==> src/rtl/spi_rx_ctrl.sv <==
// SPI mode-0 (MSB first) slave receive sequencer: syncs the pins, drives an external deserializer, holds words for the core.
// Optional feature macro: SPI_RX_TIMEOUT_EN (abort a stalled frame after TIMEOUT_CYCLES idle clk cycles).
`timescale 1ns/1ps

module spi_rx_ctrl #(
  parameter int WIDTH          = 8,
  parameter int SYNC_STAGES    = 2,
  parameter int TIMEOUT_CYCLES = 1024
) (
  input  logic             clk,
  input  logic             rst,
  input  logic             sclk,
  input  logic             ss_n,
  input  logic             mosi,
  output logic             des_en,
  output logic             des_bit,
  input  logic [WIDTH-1:0] des_data,
  output logic [WIDTH-1:0] rx_data,
  output logic             rx_valid,
  input  logic             rx_ready,
  output logic             overrun,
  output logic             abort,
  output logic             busy
);

  // Handshake: rx_data is offered while rx_valid=1; the word is consumed on the clk edge
  // where rx_valid & rx_ready are both high, and rx_valid never drops without that.

  localparam int CNT_W = (WIDTH > 1) ? $clog2(WIDTH) : 1;
  localparam logic [CNT_W-1:0] LAST_BIT = CNT_W'(WIDTH - 1);

  typedef enum logic [1:0] {
    S_IDLE  = 2'd0,
    S_SHIFT = 2'd1,
    S_LOAD  = 2'd2
`ifdef SPI_RX_TIMEOUT_EN
    , S_WAIT_SS = 2'd3
`endif
  } state_e;

  logic [SYNC_STAGES-1:0] sclk_sync_q, sclk_sync_d;
  logic [SYNC_STAGES-1:0] ss_sync_q, ss_sync_d;
  logic [SYNC_STAGES-1:0] mosi_sync_q, mosi_sync_d;
  logic                   sclk_prev_q, sclk_prev_d;
  logic                   evt_q, evt_d;
  logic                   rx_bit_q, rx_bit_d;
  state_e                 state_q, state_d;
  logic [CNT_W-1:0]       bit_cnt_q, bit_cnt_d;
  logic [WIDTH-1:0]       rx_data_q, rx_data_d;
  logic                   rx_valid_q, rx_valid_d;
  logic                   overrun_q, overrun_d;
  logic                   abort_q, abort_d;

`ifdef SPI_RX_TIMEOUT_EN
  localparam int TO_W = $clog2(TIMEOUT_CYCLES + 1);
  localparam logic [TO_W-1:0] TO_LAST = TO_W'(TIMEOUT_CYCLES - 1);
  logic [TO_W-1:0] to_cnt_q, to_cnt_d;
`endif

  logic sclk_s, ss_s, mosi_s;

  assign sclk_s = sclk_sync_q[SYNC_STAGES-1];
  assign ss_s   = ss_sync_q[SYNC_STAGES-1];
  assign mosi_s = mosi_sync_q[SYNC_STAGES-1];

  // The sample event is registered together with the mosi bit so both reach the
  // deserializer in the same cycle.
  assign des_en   = (state_q == S_SHIFT) && evt_q && !ss_s;
  assign des_bit  = des_en & rx_bit_q;
  assign rx_data  = rx_data_q;
  assign rx_valid = rx_valid_q;
  assign overrun  = overrun_q;
  assign abort    = abort_q;
  assign busy     = (state_q != S_IDLE);

  always_comb begin
    sclk_sync_d = {sclk_sync_q[SYNC_STAGES-2:0], sclk};
    ss_sync_d   = {ss_sync_q[SYNC_STAGES-2:0], ss_n};
    mosi_sync_d = {mosi_sync_q[SYNC_STAGES-2:0], mosi};
    sclk_prev_d = sclk_s;
    evt_d       = sclk_s && !sclk_prev_q && !ss_s;
    rx_bit_d    = mosi_s;

    state_d    = state_q;
    bit_cnt_d  = bit_cnt_q;
    rx_data_d  = rx_data_q;
    rx_valid_d = rx_valid_q && !rx_ready;
    overrun_d  = 1'b0;
    abort_d    = 1'b0;
`ifdef SPI_RX_TIMEOUT_EN
    to_cnt_d   = '0;
`endif

    case (state_q)
      S_IDLE: begin
        bit_cnt_d = '0;
        if (!ss_s) state_d = S_SHIFT;
      end

      S_SHIFT: begin
        if (ss_s) begin
          abort_d   = (bit_cnt_q != '0);
          bit_cnt_d = '0;
          state_d   = S_IDLE;
        end else if (evt_q) begin
          if (bit_cnt_q == LAST_BIT) begin
            bit_cnt_d = '0;
            state_d   = S_LOAD;
          end else begin
            bit_cnt_d = bit_cnt_q + 1'b1;
          end
`ifdef SPI_RX_TIMEOUT_EN
        end else if (bit_cnt_q != '0) begin
          if (to_cnt_q == TO_LAST) begin
            abort_d   = 1'b1;
            bit_cnt_d = '0;
            state_d   = S_WAIT_SS;
          end else begin
            to_cnt_d = to_cnt_q + 1'b1;
          end
`endif
        end
      end

      S_LOAD: begin
        // A pop on this same edge frees the register, so the new word still fits.
        if (!rx_valid_q || rx_ready) begin
          rx_data_d  = des_data;
          rx_valid_d = 1'b1;
        end else begin
          overrun_d = 1'b1;
        end
        bit_cnt_d = '0;
        state_d   = ss_s ? S_IDLE : S_SHIFT;
      end

`ifdef SPI_RX_TIMEOUT_EN
      S_WAIT_SS: begin
        if (ss_s) state_d = S_IDLE;
      end
`endif

      default: begin
        bit_cnt_d = '0;
        state_d   = S_IDLE;
      end
    endcase
  end

  always_ff @(posedge clk or posedge rst) begin
    if (rst) begin
      sclk_sync_q <= '0;
      ss_sync_q   <= '1;
      mosi_sync_q <= '0;
      sclk_prev_q <= 1'b0;
      evt_q       <= 1'b0;
      rx_bit_q    <= 1'b0;
      state_q     <= S_IDLE;
      bit_cnt_q   <= '0;
      rx_data_q   <= '0;
      rx_valid_q  <= 1'b0;
      overrun_q   <= 1'b0;
      abort_q     <= 1'b0;
`ifdef SPI_RX_TIMEOUT_EN
      to_cnt_q    <= '0;
`endif
    end else begin
      sclk_sync_q <= sclk_sync_d;
      ss_sync_q   <= ss_sync_d;
      mosi_sync_q <= mosi_sync_d;
      sclk_prev_q <= sclk_prev_d;
      evt_q       <= evt_d;
      rx_bit_q    <= rx_bit_d;
      state_q     <= state_d;
      bit_cnt_q   <= bit_cnt_d;
      rx_data_q   <= rx_data_d;
      rx_valid_q  <= rx_valid_d;
      overrun_q   <= overrun_d;
      abort_q     <= abort_d;
`ifdef SPI_RX_TIMEOUT_EN
      to_cnt_q    <= to_cnt_d;
`endif
    end
  end

endmodule

==> config.mk <==
export PLATFORM = sky130hd
export DESIGN_NAME = spi_rx_ctrl
export DESIGN_NICKNAME = d
export VERILOG_FILES = /design/src/rtl/spi_rx_ctrl.sv
export SDC_FILE = /design/constraint.sdc
export NUM_CORES = 1
export LEC_CHECK = 0
export CAP_MARGIN = 0
export CORE_ASPECT_RATIO = 0.75
export CORE_UTILIZATION = 45
export DETAILED_ROUTE_END_ITERATION = 12
export PLACE_DENSITY = 0.82
export SLEW_MARGIN = 20
export SYNTH_ARGS = -nofsm -noshare
export SYNTH_HDL_FRONTEND = slang
export SYNTH_SLANG_ARGS = --single-unit
==> constraint.sdc <==
create_clock -name clk -period 1.64 [get_ports clk]
set_clock_uncertainty 0.05 [all_clocks]
set_input_delay 0.328 -clock clk [delete_from_list [all_inputs] [get_ports clk]]
set_output_delay 0.328 -clock clk [all_outputs]
set_load 0.02 [all_outputs]
== Word-level counts from Yosys, hierarchy flattened ==
Index checks and enable logic that the tools add are counted.

* Output and inout bits: 14
* Register bits after elaboration: 25
* Logic and storage cells: 51
* Bits of input ports: 14

* Reductions and logical operators: 15
* Bitwise operators: 1
* Multiplexer cells: 16
* Add/sub/neg operators: 1
* Equal/unequal tests: 6

{| class="wikitable"
|+ Operator list
! cell !! number
|-
| $mux W3 || 4
|-
| $mux W2 || 4
|-
| $mux W1 || 7
|-
| $pmux W2 S3 || 1
|-
| $logic_and A1 B1 Y1 || 5
|-
| $logic_not A1 Y1 || 4
|-
| $add A3 B1 Y3 const B || 1
|-
| $eq A3 B3 Y1 const B || 1
|-
| $ne A3 B2 Y1 const B || 1
|-
| $ne A3 B3 Y1 const B || 1
|-
| $reduce_and A3 Y1 || 1
|-
| $reduce_bool A3 Y1 || 1
|-
| $eq A2 B1 Y1 const B || 1
|-
| $eq A2 B2 Y1 const B || 1
|-
| $logic_not A2 Y1 || 1
|-
| $ne A2 B2 Y1 const B || 1
|-
| $reduce_and A2 Y1 || 1
|-
| $reduce_bool A2 Y1 || 1
|-
| $and A1 B1 Y1 || 1
|-
| $logic_or A1 B1 Y1 || 1
|}

== Logic depth before layout (Yosys ltp) ==
Gate-level depths: netlist (run 1).

* Word-level depth: 5
* Depth in mapped cells: 4
* Depth with buffers taken out: 4

== Least setup slack after synthesis (run 1) ==
No wires, ideal clock.

* Kind: register to register
* Start point: reg rx_valid_q, in the netlist rx_valid
* End point: reg rx_data_q[0], in the netlist rx_data[0]
* Cell stages (with the launch flop): 5
* Buffers on the path: 1
* Library setup time: 125 ps
* Path slack: 342 ps
* Period minus slack after synthesis: 1298 ps
* Required time: 1465 ps
* Data arrival time: 1123 ps
* Cell sequence: dfrtp_1 > nand2b_2 > nor2b_4 > buf_12 > mux2_4

* Word-level cells in the longest chain between the ends: 3

{| class="wikitable"
|+ Ends and longest elaborated chain
! what !! RTL line !! text
|-
| start, declared || 50 || <nowiki>logic rx_valid_q, rx_valid_d;</nowiki>
|-
| start signal, assigned || 177 || <nowiki>rx_valid_q <= rx_valid_d;</nowiki>
|-
| $logic_not A1 Y1 || 127 || <nowiki>if (!rx_valid_q || rx_ready) begin</nowiki>
|-
| $logic_or A1 B1 Y1 || 127 ||
|-
| $reduce_and A2 Y1 (no line) || n/a ||
|-
| end signal, assigned || 176 || <nowiki>rx_data_q <= rx_data_d;</nowiki>
|-
| end, declared || 49 || <nowiki>logic [WIDTH-1:0] rx_data_q, rx_data_d;</nowiki>
|}

No other way between the ends.
A chain may end at the register's enable or synchronous reset.

== Final worst setup path (run 1) ==
* Start point: reg state_q[1]
* End point: out des_bit

* Word-level cells in the longest chain between the ends: 4

{| class="wikitable"
|+ Ends and longest elaborated chain
! what !! RTL line !! text
|-
| start, declared || 47 || <nowiki>state_e state_q, state_d;</nowiki>
|-
| start signal, assigned || 174 || <nowiki>state_q <= state_d;</nowiki>
|-
| $eq A2 B1 Y1 || 68 || <nowiki>assign des_en = (state_q == S_SHIFT) && evt_q && !ss_s;</nowiki>
|-
| $logic_and A1 B1 Y1 (2 in a row) || 68 ||
|-
| $and A1 B1 Y1 || 69 || <nowiki>assign des_bit = des_en & rx_bit_q;</nowiki>
|-
| end, declared || 16 || <nowiki>output logic des_bit,</nowiki>
|}

No other way between the ends.

==> results of run 1 <==
## per-layer routing
metal  track usage  routed length (microns)  share of wire
met5             0                        0              0
met4        0.0780                       19          0.011
met3        0.0640                       73          0.041
met2         0.307                      935           0.53
met1         0.213                      749           0.42
## registers in the layout, summed over array words and instances (netlist names)
register     flops
rx_bit_q         1
sclk_prev_q      1
overrun          1
abort            1
sclk_sync_q      2
ss_sync_q        2
rx_valid         1
rx_data          8
state_q          2
mosi_sync_q      2
evt_q            1
bit_cnt_q        3
## worst register-to-register path: stages (launching register included)
cell                       delay, ps
sky130_fd_sc_hd__dfrtp_1         410
sky130_fd_sc_hd__buf_6           110
sky130_fd_sc_hd__buf_4           120
sky130_fd_sc_hd__nand2b_4         70
sky130_fd_sc_hd__nor2b_4         130
sky130_fd_sc_hd__buf_12          140
sky130_fd_sc_hd__mux2_4          300
## worst max path at each step
| stage | startpoint | endpoint | slack (ps) | cells past startpoint |
|---|---|---|---|---|
| floorplan | rx_valid$_DFF_PP0_ | rx_data[0]$_DFFE_PP0P_ | 340 | 4 |
| global route | state_q[1]$_DFFE_PP0P_ | des_bit | -60 | 3 |
| detailed placement | state_q[1]$_DFFE_PP0P_ | des_bit | -90 | 3 |
| CTS | state_q[1]$_DFFE_PP0P_ | des_bit | -40 | 3 |
| global placement | state_q[1]$_DFFE_PP0P_ | des_bit | -60 | 3 |
| finish | state_q[1]$_DFFE_PP0P_ | des_bit | -1 | 3 |
## cell families (layout without fill, tap and decap cells)
logic type | Yosys count | count (layout) | share of synthesized area
adders and majority gates | 3 | 3 | 0.0378
AOI/OAI and AO/OA | 4 | 4 | 0.0227
DFF | 25 | 25 | 0.633
buffers and inverters | 6 | 44 | 0.0391
xor gates and xnor gates | 1 | 1 | 0.00883
and+or+nand+nor | 17 | 17 | 0.127
muxes | 9 | 9 | 0.131
## Yosys cell counts
cell type and instances:
sky130_fd_sc_hd__a21o_1 1, sky130_fd_sc_hd__a21oi_1 3, sky130_fd_sc_hd__and2_1 1, sky130_fd_sc_hd__and3_1 2, sky130_fd_sc_hd__buf_12 1, sky130_fd_sc_hd__clkbuf_1 1, sky130_fd_sc_hd__dfrtp_1 23, sky130_fd_sc_hd__dfstp_2 2
sky130_fd_sc_hd__ha_1 3, sky130_fd_sc_hd__inv_1 4, sky130_fd_sc_hd__mux2_4 8, sky130_fd_sc_hd__mux2i_1 1, sky130_fd_sc_hd__nand2_1 1, sky130_fd_sc_hd__nand2b_1 1, sky130_fd_sc_hd__nand2b_2 1, sky130_fd_sc_hd__nand2b_4 1
sky130_fd_sc_hd__nand3b_1 2, sky130_fd_sc_hd__nor2_1 3, sky130_fd_sc_hd__nor2b_4 1, sky130_fd_sc_hd__nor3b_1 1, sky130_fd_sc_hd__nor3b_2 1, sky130_fd_sc_hd__or2_1 1, sky130_fd_sc_hd__or3b_1 1, sky130_fd_sc_hd__xnor2_1 1
## metrics by stage
step	utilization	setup slack, ps	instances	instance area, sq um
3_5_place_dp	0.654	-89.5	122	1340
5_1_grt	0.670	-62.2	127	1370
2_1_floorplan	-	342	65	992
6_report	0.670	-1.28	127	1370
3_3_place_gp	0.654	-61.2	122	1340
4_1_cts	0.666	-37.2	127	1370
## area by class of cell
type | instances | area, sq um
Clock buffer | 3 | 22.5
Clock inverter | 1 | 7.51
Fill cell | 167 | 677
Inverter | 4 | 15.0
Multi-Input combinational cell | 34 | 325
Sequential cell | 25 | 628
Tap cell | 24 | 30.0
Timing Repair Buffer | 36 | 344
## placed cells by master, fill, tap and decap left out
| master | netlist | routed |
|---|---|---|
| sky130_fd_sc_hd__dlygate4sd2_1 | 0 | 11 |
| sky130_fd_sc_hd__buf_4 | 0 | 7 |
| sky130_fd_sc_hd__mux2_4 | 8 | 8 |
| sky130_fd_sc_hd__and3_1 | 2 | 2 |
| sky130_fd_sc_hd__nand2b_4 | 1 | 1 |
| sky130_fd_sc_hd__xnor2_1 | 1 | 1 |
| sky130_fd_sc_hd__clkbuf_4 | 0 | 3 |
| sky130_fd_sc_hd__nand2_1 | 1 | 1 |
| sky130_fd_sc_hd__nor3b_1 | 1 | 1 |
| sky130_fd_sc_hd__dfrtp_1 | 23 | 23 |
| sky130_fd_sc_hd__or3b_1 | 1 | 1 |
| sky130_fd_sc_hd__clkdlybuf4s50_1 | 0 | 13 |
| sky130_fd_sc_hd__mux2i_1 | 1 | 1 |
| sky130_fd_sc_hd__a21o_1 | 1 | 1 |
| sky130_fd_sc_hd__or2_1 | 1 | 1 |
| sky130_fd_sc_hd__ha_1 | 3 | 3 |
| sky130_fd_sc_hd__nor3b_2 | 1 | 1 |
| sky130_fd_sc_hd__nor2_1 | 3 | 3 |
| sky130_fd_sc_hd__clkinvlp_4 | 0 | 1 |
| sky130_fd_sc_hd__buf_12 | 1 | 1 |
| sky130_fd_sc_hd__inv_1 | 4 | 4 |
| sky130_fd_sc_hd__nand3b_1 | 2 | 2 |
| sky130_fd_sc_hd__nand2b_1 | 1 | 1 |
| sky130_fd_sc_hd__buf_6 | 0 | 4 |
| sky130_fd_sc_hd__nor2b_4 | 1 | 1 |
| sky130_fd_sc_hd__and2_1 | 1 | 1 |
| sky130_fd_sc_hd__nand2b_2 | 1 | 1 |
| sky130_fd_sc_hd__dfstp_2 | 2 | 2 |
| sky130_fd_sc_hd__a21oi_1 | 3 | 3 |
## what timing repair did
item                                    4_1_cts  5_1_grt
gates resized for setup                      28        2
pin swaps                                     1        2
setup buffers                                 1        0
endpoints found under the setup margin       14        3
## report_power, final
group | internal, uW | total [uW] | switching, uW | leakage, uW
logic | 68.9 | 119 | 49.6 | 0.000352
registers | 641 | 652 | 10.5 | 0.000307
clock network | 93.2 | 278 | 184 | 0.0000139
==> qor.tcl, run 1 <==
set qor(diodes) 0
set qor(cts_made_buffers) 3
set qor(finalHoldViolCount) 0
set qor(crit_path_top_delay_cell) {sky130_fd_sc_hd__dfrtp_1}
set qor(gr-total-overflow) 0
set qor(routed_wire_length_per_instance_microns) 14.0
set qor(yosysUniqueCellTypes) 24
set qor(cp_slowest_stage_delay_ps) 430
set qor(tns_ps) -1.28
set qor(critical_path.max_fanout) 3
set qor(min_path_type) {input port to async pin}
set qor(post_synth_inst_count) 65
set qor(gpl.final_weighted_congestion) 0.755
set qor(r2r-start) {state_q[1]$_DFFE_PP0P_}
set qor(initial_core_util) 0.484
set qor(layout-drive-gt1-share) 0.291
set qor(ys_seq_area_frac) 0.633
set qor(timing.reg2reg.setup_slack_ps) 200
set qor(cp_data_arrival_time_ps) 1260
set qor(worst_hold_margin_ps) 179
set qor(die_height_microns) 42.7
set qor(reg2reg_depth) 6
set qor(synthDominantAreaCellType) {sky130_fd_sc_hd__dfrtp_1}
set qor(setup_viol_count_final) 1
set qor(critPathBufInv) 1
set qor(post-layout-total-power_uw) 1050
set qor(max-vdd-ir-drop_mv) 0.690
set qor(synthesis.area_per_instance_sq_um) 15.3
set qor(areaGrowthSynthToFinish_pct) 38.3
set qor(clk_latency_ps) 320
set qor(netlist_top_cells_area) {sky130_fd_sc_hd__dfrtp_1, sky130_fd_sc_hd__mux2_4, sky130_fd_sc_hd__dfstp_2}
set qor(period_share) 1.00
set qor(max_cap_viol_count) 0
set qor(first_global_vias) 664
set qor(critical_path.reg2reg.endpoint) {rx_data[6]$_DFFE_PP0P_}
set qor(place.port_buffers) 27
set qor(clockRootBuffer) {sky130_fd_sc_hd__clkbuf_4}
set qor(placementRows) 14
set qor(power.density_nw_per_um2) 764
set qor(yosysTopAreaCellShare) 0.580
set qor(worst_setup_hold_path_clk_slew_ps) 140
set qor(crit_required_ps) 1260
set qor(ys.warnings.count) 0
set qor(grt_max_degree) 16
set qor(cts_max_path_buffers) 2
set qor(worst_path_dominant_cell_family) {flip-flops}
set qor(maxSlewHeadroom) 0.822
set qor(drt-total-wl_mm) 1.78
set qor(achievable-frequency_mhz) 609
set qor(drt-vias-per-instance) 4.88
set qor(drt_first_iter_violations) 7
set qor(remaining_drc_errors) 0
set qor(rsz0062_at_grt) {yes}
set qor(dp_hpwl_mm) 1.42
set qor(cts_sinks) 25
set qor(grt_antenna_before_repair) 0
set qor(floorplan.io_pins) 28
set qor(cts-hold-fix-buffers) 0
set qor(power.leakage_uw) 0.000673
set qor(fp.dieArea_sq_um) 2400
set qor(grt_usage) 0.182
set qor(run_status) {finished with violations}
set qor(cells_along_the_critical_path) {nor3b_2 -> and3_1 -> buf_4}
set qor(criticalPathCategory) {flip-flop to output pin}
set qor(timing.final.crit_period_ps) 1640
set qor(report.final.slew_viol_count) 0
set qor(total_of_flip_flops_plus_latches_after_synthesis) 25
set qor(detailedRoute.firstPassIterationCount) 4
set qor(grt_pass1_wl_mm) 3.14
set qor(max_slew.worst_pin.slew_ps) 267
set qor(core_area_sq_um) 2050
set qor(htree_num_levels) 1
set qor(design.final.nets) 121
set qor(cp-start-kind) {flip-flop}
set qor(final_antenna_net_count) 0
set qor(cts_tree) {yes}
set qor(failed_checks) {negative setup slack}
set qor(dr_total_vias) 620
set qor(post-route-worst-setup-slack_ps) -1.28
set qor(die_x_microns) 56.2
set qor(crit_end_element) {output pin}
set qor(postSynthNetCount) 82
set qor(synth.cell_area_sq_um) 992
Power figures use the tool's default switching activity.
==> run 2: changes to the inputs <==
--- a/config.mk
+++ b/config.mk
@@ -7,9 +7,9 @@
 export LEC_CHECK = 0
 export CAP_MARGIN = 0
 export CORE_ASPECT_RATIO = 0.75
-export CORE_UTILIZATION = 45
+export CORE_UTILIZATION = 37
 export DETAILED_ROUTE_END_ITERATION = 12
-export PLACE_DENSITY = 0.82
+export PLACE_DENSITY = 0.7
 export SLEW_MARGIN = 20
 export SYNTH_ARGS = -nofsm -noshare
 export SYNTH_HDL_FRONTEND = slang
==> qor.tcl, run 2 (synthesized netlist as in run 1, its figures left out) <==
set qor(achievable-frequency_mhz) 611
set qor(final_area_sq_um) 1380
set qor(finalHoldViolCount) 0
set qor(core_area_sq_um) 2420
set qor(max-vdd-ir-drop_mv) 0.451
set qor(cp_slowest_stage_delay_ps) 430
set qor(layout-drive-gt1-share) 0.284
set qor(max_slew.worst_pin.slew_ps) 305
set qor(diodes) 0
set qor(areaGrowthSynthToFinish_pct) 39.2
set qor(r2r-start) {state_q[1]$_DFFE_PP0P_}
set qor(grt_antenna_before_repair) 0
set qor(crit_end_element) {output pin}
set qor(cp-start-kind) {flip-flop}
set qor(rsz0062_at_grt) {yes}
set qor(drt_first_iter_violations) 22
set qor(floorplan.io_pins) 28
set qor(worst_path_dominant_cell_family) {flip-flops}
set qor(cts_made_buffers) 3
set qor(die_height_microns) 46.8
set qor(post-layout-total-power_uw) 1040
set qor(critical_path.max_fanout) 3
set qor(detailedRoute.firstPassIterationCount) 2
set qor(run_status) {finished clean}
set qor(timing.final.crit_period_ps) 1640
set qor(design.final.nets) 120
set qor(drt-vias-per-instance) 4.24
set qor(period_share) 0.998
set qor(place.port_buffers) 27
set qor(maxSlewHeadroom) 0.796
set qor(tns_ps) 0
set qor(crit_path_top_delay_cell) {sky130_fd_sc_hd__dfrtp_1}
set qor(cts_tree) {yes}
set qor(setup_viol_count_final) 0
set qor(remaining_drc_errors) 0
set qor(worst_setup_hold_path_clk_slew_ps) 140
set qor(grt_pass1_wl_mm) 2.79
set qor(dr_total_vias) 577
set qor(grt_max_degree) 26
set qor(final_antenna_net_count) 0
set qor(place_inst) 131
set qor(htree_num_levels) 1
set qor(power.density_nw_per_um2) 753
set qor(cells_along_the_critical_path) {nor3b_2 -> and3_1 -> buf_6}
set qor(crit_required_ps) 1260
set qor(routed_wire_length_per_instance_microns) 12.3
set qor(cts_max_path_buffers) 2
set qor(fp.dieArea_sq_um) 2890
set qor(criticalPathCategory) {flip-flop to output pin}
set qor(cts_sinks) 25
set qor(cp_data_arrival_time_ps) 1260
set qor(layout_common_cells) {sky130_fd_sc_hd__dfrtp_1, sky130_fd_sc_hd__clkdlybuf4s50_1, sky130_fd_sc_hd__dlygate4sd2_1}
set qor(grt_usage) 0.140
set qor(final_cells) 136
set qor(placementRows) 15
set qor(max_cap_viol_count) 0
set qor(gr-total-overflow) 0
set qor(first_global_vias) 605
set qor(initial_core_util) 0.410
set qor(dp_hpwl_mm) 1.30
set qor(die_x_microns) 61.8
set qor(clk_latency_ps) 320
set qor(drt-total-wl_mm) 1.67
set qor(critical_path.startpoint) {state_q[1]$_DFFE_PP0P_}
set qor(critPathBufInv) 1
set qor(place_area_sq_um) 1350
set qor(mostFrequentLayoutCell) {sky130_fd_sc_hd__dfrtp_1}
set qor(gpl.final_weighted_congestion) 0.704
set qor(clockRootBuffer) {sky130_fd_sc_hd__clkbuf_4}
set qor(largest_reg_flops) 8
set qor(min_path_type) {input port to async pin}
set qor(power.leakage_uw) 0.000682
set qor(report.final.slew_viol_count) 0
==> run 2: cell count changes in the layout (fill, tap and decap cells not counted), sizes merged <==
cell and delta:
buf -1, dlymetal6s2s +1, dlygate4sd2 -1
==> run 2: what timing repair did <==
action                                  CTS  global route
endpoints found under the setup margin   13             4
setup buffers                             1             0
gates resized for setup                  26             4
pin swaps                                 0             1
hold buffers                              0             0
==> run 2: worst paths after layout <==
path	to	slack [ps]	cells past startpoint
min in group clk	sclk_sync_q[1]$_DFF_PP0_	320	0
max in group asynchronous	ss_sync_q[1]$_DFF_PP1_	960	3
max reg2reg	rx_data[7]$_DFFE_PP0P_	220	6
min reg2reg	sclk_sync_q[1]$_DFF_PP0_	320	0
max	des_bit	4	3
min	mosi_sync_q[0]$_DFF_PP0_	290	3
==> run 2: metrics by stage <==
stage	hold WS [ps]	utilization	setup WS, ps
4_1_cts	298	0.565	-35.5
2_1_floorplan	281	-	342
3_5_place_dp	289	0.556	-91.0
5_1_grt	325	0.571	-79.0
3_3_place_gp	284	0.556	-66.0
6_report	294	0.571	3.92
==> run 2: final cells by class <==
type	count	area, sq um
clock buffers	3	22.5
clock inverters	1	7.51
fillers	207	1040
inverters	4	15.0
multi-input cells	34	325
flip-flops and latches	25	628
well taps	34	42.5
repair buffers	35	340
==> run 2: power by group <==
part	total (uW)	internal [uW]	switching [uW]
logic	115	67.2	47.4
registers	652	641	10.9
clock network	273	93.0	180
total	1040	802	239
==> run 2: tightest hold or removal path, cell delays in order <==
cell and delay, ps:
sky130_fd_sc_hd__clkdlybuf4s50_1 410, sky130_fd_sc_hd__inv_1 50, sky130_fd_sc_hd__buf_4 290
==> run 2: layer usage <==
metal,wire [microns],GRT usage,share of wire
met1,788,0.191,0.47
met3,58,0.0496,0.035
met4,0,0.0267,0
met5,0,0,0
met2,819,0.219,0.49
==> run 3: changes to the inputs <==
--- a/config.mk
+++ b/config.mk
@@ -10,6 +10,7 @@
 export CORE_UTILIZATION = 37
 export DETAILED_ROUTE_END_ITERATION = 12
 export PLACE_DENSITY = 0.7
+export SETUP_SLACK_MARGIN = 0.2
 export SLEW_MARGIN = 20
 export SYNTH_ARGS = -nofsm -noshare
 export SYNTH_HDL_FRONTEND = slang
==> qor.tcl, run 3 (synthesized netlist as in run 1, its figures left out) <==
set qor(run_status) {finished clean}
set qor(cells_along_the_critical_path) {nor3b_2 -> and3_1 -> buf_6}
set qor(largest_reg_flops) 8
set qor(cp_slowest_stage_delay_ps) 430
set qor(uppermost_layer_routed) {met3}
set qor(dp_hpwl_mm) 1.30
set qor(grt_max_degree) 26
set qor(critical_path.max_fanout) 3
set qor(min_path_type) {input port to async pin}
set qor(max_cap_viol_count) 0
set qor(crit_path_top_delay_cell) {sky130_fd_sc_hd__dfrtp_1}
set qor(cp-start-kind) {flip-flop}
set qor(place_area_sq_um) 1350
set qor(cts_sinks) 25
set qor(multiInputGateArea_sq_um) 325
set qor(critical_path.reg2reg.endpoint) {rx_data[7]$_DFFE_PP0P_}
set qor(internal_power_uw) 799
set qor(core_area_sq_um) 2420
set qor(power_frac_comb) 0.108
set qor(worst_setup_hold_path_clk_slew_ps) 140
set qor(worst_path_dominant_cell_family) {flip-flops}
set qor(regArea_sq_um) 628
set qor(remaining_drc_errors) 0
set qor(initial_core_util) 0.410
set qor(grt_usage) 0.140
set qor(clk_latency_ps) 320
set qor(pwr-share-clk) 0.264
set qor(wl_met3_microns) 76
set qor(drt_first_iter_violations) 20
set qor(report.final.slew_viol_count) 0
set qor(grt_antenna_before_repair) 0
set qor(layout_common_cells) {sky130_fd_sc_hd__dfrtp_1, sky130_fd_sc_hd__clkdlybuf4s50_1, sky130_fd_sc_hd__clkbuf_2}
set qor(drt-total-wl_mm) 1.66
set qor(cts_made_buffers) 3
set qor(grt_pass1_wl_mm) 2.78
set qor(rsz0062_at_grt) {yes}
set qor(cp_data_arrival_time_ps) 1260
set qor(cts_max_path_buffers) 2
set qor(placementRows) 15
set qor(clockRootBuffer) {sky130_fd_sc_hd__clkbuf_4}
set qor(timing.final.crit_period_ps) 1640
set qor(routed_wire_length_per_instance_microns) 12.2
set qor(max-vdd-ir-drop_mv) 0.475
set qor(net_load_switching_power_uw) 239
set qor(detailedRoute.firstPassIterationCount) 2
set qor(reg2reg_depth) 6
set qor(sequential_group_share_of_total_power) 0.629
set qor(critPathBufInv) 1
set qor(first_global_vias) 604
set qor(finalHoldViolCount) 0
set qor(gr-total-overflow) 0
set qor(r2r-start) {state_q[1]$_DFFE_PP0P_}
set qor(cts-hold-fix-buffers) 0
set qor(fp.dieArea_sq_um) 2890
set qor(cts_tree) {yes}
set qor(crit_required_ps) 1260
set qor(htree_num_levels) 1
set qor(detailroute.wirelength.met2_microns) 817
set qor(maxSlewHeadroom) 0.797
set qor(power.leakage_uw) 0.000649
set qor(place.port_buffers) 27
set qor(wirelength_met1_microns) 767
set qor(post-layout-total-power_uw) 1040
set qor(diodes) 0
set qor(achievable-frequency_mhz) 611
set qor(n_fill_cell) 212
set qor(crit_end_element) {output pin}
set qor(die_height_microns) 46.8
set qor(final_antenna_net_count) 0
set qor(design.final.nets) 120
set qor(gpl.final_weighted_congestion) 0.704
set qor(criticalPathCategory) {flip-flop to output pin}
set qor(floorplan.io_pins) 28
set qor(max_slew.worst_pin.slew_ps) 305
set qor(power.density_nw_per_um2) 769
set qor(layout-drive-gt1-share) 0.373
set qor(setup_viol_count_final) 0
set qor(final_area_sq_um) 1350
set qor(mostFrequentLayoutCell) {sky130_fd_sc_hd__dfrtp_1}
set qor(dr_total_vias) 577
set qor(switching_share) 0.230
set qor(period_share) 0.998
set qor(drt-vias-per-instance) 4.24
set qor(timing.reg2reg.setup_slack_ps) 240
set qor(die_x_microns) 61.8
set qor(areaGrowthSynthToFinish_pct) 36.1
-- run 3: changes by cell type in the layout (fill, tap and decap cells not counted), sizes merged --
cell,before,now
dlymetal6s2s,1,0
clkdlybuf4s15,0,2
clkbuf,3,12
dlygate4sd2,10,0
-- run 3: worst max path at each step --
stage | start | end | slack (ps) | depth (start not counted)
after floorplan | rx_valid$_DFF_PP0_ | rx_data[0]$_DFFE_PP0P_ | 340 | 4
after global placement | state_q[1]$_DFFE_PP0P_ | des_bit | -70 | 3
after detailed placement | state_q[1]$_DFFE_PP0P_ | des_bit | -90 | 3
after CTS | state_q[1]$_DFFE_PP0P_ | des_bit | -20 | 3
after global routing | state_q[1]$_DFFE_PP0P_ | des_bit | -80 | 3
final | state_q[1]$_DFFE_PP0P_ | des_bit | 4 | 3
-- run 3: cell type report --
type | instances | area share
timing repair buffer | 35 | 0.229
tap | 34 | 0.0315
clock buffer | 3 | 0.0167
multi-input combinational | 34 | 0.241
clock inverter | 1 | 0.00556
sequential | 25 | 0.465
inverter | 4 | 0.0111
-- run 3: power by group through the flow --
stage          registers [uW]  clock network, uW  logic (uW)
2_1_floorplan             676                  0        39.0
3_3_place_gp              663                  0         121
3_5_place_dp              664                  0         123
4_1_cts                   653                293         117
5_1_grt                   656                323         122
6_report                  652                273         112
-- run 3: worst min-delay path: stages --
cell	delay, ps
sky130_fd_sc_hd__clkdlybuf4s50_1	410
sky130_fd_sc_hd__inv_1	50
sky130_fd_sc_hd__buf_4	290
-- run 3: metrics by stage --
| stage | std cells | hold WS [ps] | setup slack (ps) | utilization | setup TNS (ps) |
|---|---|---|---|---|---|
| finish | 136 | 292 | 4.01 | 0.558 | 0 |
| detailed placement | 131 | 289 | -91.0 | 0.556 | -278 |
| CTS | 136 | 298 | -17.3 | 0.571 | -20.3 |
| global route | 136 | 325 | -79.0 | 0.558 | -178 |
| floorplan | 65 | 281 | 342 | - | 0 |
| global placement | 131 | 284 | -66.0 | 0.556 | -207 |
-- run 3: metal layers --
metal | track usage | up-vias
met5 | 0 | -
met4 | 0.0267 | 0
met3 | 0.0551 | 0
met2 | 0.219 | 14
met1 | 0.187 | 277
li1 | - | 286
-- run 3: what timing repair did --
| item | CTS | global route |
|---|---|---|
| buffers inserted | 1 | 0 |
| gates resized for setup | 33 | 18 |
| pin swaps | 1 | 0 |
| setup endpoints to repair | 14 | 22 |
